==> config.mk <==
export PLATFORM = sky130hd
export DESIGN_NAME = l1_mem_responder_flat
export DESIGN_NICKNAME = d
export VERILOG_FILES = /design/src/rtl/l1_mem_responder_if.sv /design/src/rtl/l1_mem_responder.sv /design/src/flat_wrapper.sv
export SDC_FILE = /design/constraint.sdc
export NUM_CORES = 1
export LEC_CHECK = 0
export CELL_PAD_IN_SITES_DETAIL_PLACEMENT = 0
export CELL_PAD_IN_SITES_GLOBAL_PLACEMENT = 1
export CORE_UTILIZATION = 30
export CTS_CLUSTER_DIAMETER = 60
export DETAILED_ROUTE_END_ITERATION = 10
export PLACE_DENSITY_LB_ADDON = 0.08
export SLEW_MARGIN = 5
export SYNTH_ARGS = -nofsm -noshare
export SYNTH_HDL_FRONTEND = slang
export SYNTH_SLANG_ARGS = --single-unit
==> constraint.sdc <==
create_clock -name sys_clk -period 1.94 [get_ports sys_clk]
set_input_delay 0.388 -clock sys_clk [delete_from_list [all_inputs] [get_ports sys_clk]]
set_output_delay 0.388 -clock sys_clk [all_outputs]
set_load 0.02 [all_outputs]
==> src/rtl/l1_mem_responder_if.sv <==
// l1_mem_responder_if: CPU-side request/response and backing-memory signals of the L1 responder.
interface l1_mem_responder_if;
   logic        p_l1_read;
   logic        p_l1_write;
   logic [31:0] p_l1_addr;
   logic [1:0]  p_l1_write_type;
   logic [31:0] p_l1_write_data;
   logic        l1_stall;
   logic        l1_done;
   logic        l1_fault;
   logic [31:0] l1_read_data;
   logic        mem_req;
   logic        mem_we;
   logic [29:0] mem_addr;
   logic [3:0]  mem_be;
   logic [31:0] mem_wdata;
   logic        mem_ack;
   logic [31:0] mem_rdata;
   modport slave (
      input  p_l1_read, p_l1_write, p_l1_addr, p_l1_write_type, p_l1_write_data, mem_ack, mem_rdata,
      output l1_stall, l1_done, l1_fault, l1_read_data, mem_req, mem_we, mem_addr, mem_be, mem_wdata
   );
   modport master (
      output p_l1_read, p_l1_write, p_l1_addr, p_l1_write_type, p_l1_write_data, mem_ack, mem_rdata,
      input  l1_stall, l1_done, l1_fault, l1_read_data, mem_req, mem_we, mem_addr, mem_be, mem_wdata
   );
endinterface

==> src/rtl/l1_mem_responder.sv <==
// l1_mem_responder: turns single CPU load/store requests into one backing-memory transaction with timeout.
module l1_mem_responder #(
   parameter int TIMEOUT_CYCLES = 64
) (
   input logic sys_clk,
   input logic rst,
   l1_mem_responder_if.slave bus
);
   typedef enum logic [1:0] {IDLE, REQ, DONE} state_t;
   localparam int CW = $clog2(TIMEOUT_CYCLES + 1);
   state_t state, state_nx;
   logic [CW-1:0] cnt;
   logic we_q, flt_q;
   logic [29:0] addr_q;
   logic [3:0] be_q, be_c;
   logic [31:0] wdata_q, wdata_c, rdata_q;
   logic valid, bad, timeout, rd, wr;
   logic [1:0] wt;
   logic [31:0] a, d;
   always_comb begin
      rd = bus.p_l1_read;
      wr = bus.p_l1_write;
      wt = bus.p_l1_write_type;
      a = bus.p_l1_addr;
      d = bus.p_l1_write_data;
      valid = rd | wr;
      bad = (rd & wr) | (wr & ((wt == 2'b10) | ((wt == 2'b01) & a[0]) | ((wt == 2'b11) & (|a[1:0]))));
      be_c = !wr ? 4'hf : wt == 2'b00 ? 4'b0001 << a[1:0] : wt == 2'b01 ? (a[1] ? 4'hc : 4'h3) : 4'hf;
      wdata_c = !wr ? 32'h0 : wt == 2'b00 ? {4{d[7:0]}} : wt == 2'b01 ? {2{d[15:0]}} : d;
      timeout = cnt == CW'(TIMEOUT_CYCLES - 1);
      state_nx = state == IDLE ? (valid ? (bad ? DONE : REQ) : IDLE) :
                 state == REQ  ? ((bus.mem_ack | timeout) ? DONE : REQ) : IDLE;
   end
   always_ff @(posedge sys_clk) begin
      if (rst) begin
         state <= IDLE;
         cnt <= '0;
         we_q <= 1'b0;
         flt_q <= 1'b0;
         addr_q <= '0;
         be_q <= '0;
         wdata_q <= '0;
         rdata_q <= '0;
      end else begin
         state <= state_nx;
         cnt <= state == REQ ? cnt + 1'b1 : '0;
         if (state == IDLE && valid) begin
            we_q <= wr;
            addr_q <= a[31:2];
            be_q <= be_c;
            wdata_q <= wdata_c;
            flt_q <= bad;
         end
         // ack wins over a timeout landing in the same cycle
         if (state == REQ && (bus.mem_ack | timeout)) begin
            flt_q <= !bus.mem_ack;
            if (!bus.mem_ack) rdata_q <= '0;
            else if (!we_q) rdata_q <= bus.mem_rdata;
         end
      end
   end
   assign bus.l1_stall = (state == IDLE && valid) || state == REQ;
   assign bus.l1_done = state == DONE;
   assign bus.l1_fault = state == DONE && flt_q;
   assign bus.l1_read_data = rdata_q;
   assign bus.mem_req = state == REQ;
   assign bus.mem_we = state == REQ && we_q;
   assign bus.mem_addr = addr_q;
   assign bus.mem_be = state == REQ ? be_q : 4'h0;
   assign bus.mem_wdata = state == REQ ? wdata_q : 32'h0;
endmodule

==> src/flat_wrapper.sv <==
// flat-port wrapper written by rule: the top's interface ports become plain ports
module l1_mem_responder_flat 
#(
   parameter int TIMEOUT_CYCLES = 64
)
  (sys_clk, rst, bus_p_l1_read, bus_p_l1_write, bus_p_l1_addr, bus_p_l1_write_type, bus_p_l1_write_data, bus_mem_ack, bus_mem_rdata, bus_l1_stall, bus_l1_done, bus_l1_fault, bus_l1_read_data, bus_mem_req, bus_mem_we, bus_mem_addr, bus_mem_be, bus_mem_wdata);
  l1_mem_responder_if bus_i ();
  input logic sys_clk;
  input logic rst;
  input wire logic [$bits(bus_i.p_l1_read)-1:0] bus_p_l1_read;
  input wire logic [$bits(bus_i.p_l1_write)-1:0] bus_p_l1_write;
  input wire logic [$bits(bus_i.p_l1_addr)-1:0] bus_p_l1_addr;
  input wire logic [$bits(bus_i.p_l1_write_type)-1:0] bus_p_l1_write_type;
  input wire logic [$bits(bus_i.p_l1_write_data)-1:0] bus_p_l1_write_data;
  input wire logic [$bits(bus_i.mem_ack)-1:0] bus_mem_ack;
  input wire logic [$bits(bus_i.mem_rdata)-1:0] bus_mem_rdata;
  output wire logic [$bits(bus_i.l1_stall)-1:0] bus_l1_stall;
  output wire logic [$bits(bus_i.l1_done)-1:0] bus_l1_done;
  output wire logic [$bits(bus_i.l1_fault)-1:0] bus_l1_fault;
  output wire logic [$bits(bus_i.l1_read_data)-1:0] bus_l1_read_data;
  output wire logic [$bits(bus_i.mem_req)-1:0] bus_mem_req;
  output wire logic [$bits(bus_i.mem_we)-1:0] bus_mem_we;
  output wire logic [$bits(bus_i.mem_addr)-1:0] bus_mem_addr;
  output wire logic [$bits(bus_i.mem_be)-1:0] bus_mem_be;
  output wire logic [$bits(bus_i.mem_wdata)-1:0] bus_mem_wdata;
  assign bus_i.p_l1_read = bus_p_l1_read;
  assign bus_i.p_l1_write = bus_p_l1_write;
  assign bus_i.p_l1_addr = bus_p_l1_addr;
  assign bus_i.p_l1_write_type = bus_p_l1_write_type;
  assign bus_i.p_l1_write_data = bus_p_l1_write_data;
  assign bus_i.mem_ack = bus_mem_ack;
  assign bus_i.mem_rdata = bus_mem_rdata;
  assign bus_l1_stall = bus_i.l1_stall;
  assign bus_l1_done = bus_i.l1_done;
  assign bus_l1_fault = bus_i.l1_fault;
  assign bus_l1_read_data = bus_i.l1_read_data;
  assign bus_mem_req = bus_i.mem_req;
  assign bus_mem_we = bus_i.mem_we;
  assign bus_mem_addr = bus_i.mem_addr;
  assign bus_mem_be = bus_i.mem_be;
  assign bus_mem_wdata = bus_i.mem_wdata;
  l1_mem_responder #(.TIMEOUT_CYCLES(TIMEOUT_CYCLES)) u_core (.sys_clk(sys_clk), .rst(rst), .bus(bus_i));
endmodule
==> impl_metrics.ini, run 1 <==
[final_layout]
area_growth_pct = 53.5
final_common_cell = clkdlybuf4s50_1
post-route-util = 0.470
antenna_cells = 0
layout.nets = 855
drive_gt1_frac = 0.130
most-common-layout-cells = clkdlybuf4s50_1, dfxtp_1, nand2_1
final_cells = 943

[clock_network]
clkTransAtPathRegs_ps = 70
clock_latency_ps = 360
cts_root_buf = clkbuf_16
cts_setup_buffers = 0
cts_buffer_depth = 2
htree_num_levels = 3
cts_tree = built
cts.sinks = 109
cts_buffers = 9

[power]
leakage_nw = 2.76
power_density_nw_per_um2 = 802
ir_drop_uv = 422

[yosys]
syn-num-nets = 657
ys_seq_elements = 109
syn_area_per_cell_um2 = 8.38
yosys_warnings = 0
synth_area_um2 = 4630
seq_area_frac_synth = 0.471
ys.flop_type = dfxtp_1
netlist.top_cell.by_area = dfxtp_1
synth_edf_count = 0
yosys-top-cells-area = dfxtp_1, a22oi_1, nand2_1
synthArstFlopShare = 0
syn_inst = 553
synth_top_area_frac = 0.471
ys_types = 36

[placed_design]
place_inst = 928
port_buffers = 205
hpwlAfterDp_um = 10100
gp_congestion = 0.756

[sta]
max_freq_mhz = 537
final-setup-viol-count = 0
tightest_slew_ps = 434
clock_skew_ps = 9.26
finalHoldViolCount = 0
period_needed_ps = 1860
relSlewSlack = 0.711
setup_tns_ps = 0
slew_viol_final = 0
finalCritPeriodShare = 0.961

[floorplanning]
dieArea_um2 = 15900
ioPinCount = 206
initial_utilization = 0.306
die_h_um = 126
core_area_um2 = 15100
rows = 45
die_x_um = 126

[global_routing]
grt_pass1_vias = 4523
antenna_found_initial = 0
grt_pass1_wl_um = 22900
track_usage = 0.183
gr-total-overflow = 0
grt_max_degree = 48

[routing]
drt_first_iter_violations = 214
vias = 4561
antenna_left = 0
wirelength_um = 14200
drc = 0
dr.pass1.iters = 4
routed_via_density = 4.84
wl_per_cell_um = 15.1

[worst_hold_path]
hp-class = reg2reg

[critical_path]
cp_slowest_stage_delay_ps = 340
cp.required_ps = 1550
crit_path_top_delay_cell = dfxtp_1
r2r_slack_ps = 190
critical_path_class = reg2out
arrival_ps = 1480
cp_cell_sequence = buf_4, nor2b_1, and2_1, clkdlybuf4s15_1
worst_setup_path_start_kind = flip-flop
worstPathMaxFanout = 5
end_kind = output port

[outcome]
status = finished, final reports clean

[job]
drv_cap = 0
==> layout make-up <==
cell class / count / area, µm²
fill: 1513 / 8030
multi-input combinational: 397 / 2240
sequential: 109 / 2180
timing repair buffer: 231 / 2170
clock buffer: 10 / 239
tap: 188 / 235
clock inverter: 5 / 37.5
inverter: 3 / 11.3
==> what timing repair did <==
action	CTS	global route
hold buffers	0	0
endpoints found under the setup margin	41	25
resized for setup	132	25
==> cells in the mapped netlist (all sizes together), types with 2 or more instances <==
library cell,number
mux2,8
xor2,2
and2,39
clkbuf,16
nor2b,2
nand2,106
dfxtp,109
mux2i,16
nor3,3
a21oi,75
a211oi,4
o21a,2
o21ai,12
a22oi,57
nand3,2
or3,2
nor2,54
inv,3
nand2b,5
buf,28
==> worst max-delay path, delay by kind of cell (launching register included) <==
kind / cells / cell delay (ps)
buffers and inverters: 2 / 480
flip-flops: 1 / 340
AND/OR/NAND/NOR: 2 / 310
==> stage by stage <==
stage | hold slack (ps) | instance area, µm² | setup slack (ps) | total power, W
floorplan | 418 | 4630 | 220 | 0.00330
global placement | 425 | 6990 | -199 | 0.00401
detailed placement | 446 | 6990 | -203 | 0.00403
CTS | 457 | 7230 | 0.548 | 0.00579
global route | 472 | 7110 | -10.6 | 0.00603
finish | 453 | 7110 | 76.3 | 0.00571
==> final timing paths <==
kind              depth (start not counted)                                       end                            startpoint
setup / recovery                          4                              bus_l1_fault            u_core.state[0]$_SDFF_PP0_
hold / removal                            2      u_core.bus.mem_addr[17]$_SDFFE_PP0P_  u_core.bus.mem_addr[17]$_SDFFE_PP0P_
hold reg to reg                           2      u_core.bus.mem_addr[17]$_SDFFE_PP0P_  u_core.bus.mem_addr[17]$_SDFFE_PP0P_
setup reg to reg                          5  u_core.bus.l1_read_data[20]$_SDFFE_PP0P_              u_core.cnt[0]$_SDFF_PP0_
==> state kept, by name (all words and copies together) (netlist names) <==
register,flops
u_core.be_q,4
u_core.cnt,7
u_core.bus.mem_addr,30
u_core.bus.l1_read_data,32
u_core.we_q,1
u_core.state,2
u_core.wdata_q,32
u_core.flt_q,1
==> per-layer routing <==
metal	up-vias	GRT usage	share of wire
met5	-	0	0
met4	0	0.0723	0.015
met3	17	0.0531	0.069
met2	138	0.310	0.47
met1	2124	0.217	0.44
li1	2282	-	-
==> logic make-up after synthesis <==
group                      count (synthesis)  synth area share
adders and majority gates                  1           0.00270
buffers and inverters                     47            0.0508
AOI/OAI and AO/OA                        155             0.210
xor gates and xnor gates                   3           0.00567
muxes                                     24            0.0540
and+or+nand+nor                          214             0.206
DFF                                      109             0.471
==> report_power, final <==
part	switching, W	internal, W
Combinational	0.000735	0.000694
Clock	0.000856	0.000902
Sequential	0.000100	0.00242
No activity file was read; power rests on OpenSTA's default activity.
==> run 2, diff against run 1 <==
CTS_CLUSTER_SIZE = 28   (was default)
==> results of run 2 <==
No change in the layout: final DEF, timing and power equal those of run 1.
==> run 3, diff against run 2 <==
HOLD_SLACK_MARGIN = 0.15   (was default)
==> results of run 3 <==
No change in the layout: final DEF, timing and power equal those of run 1.
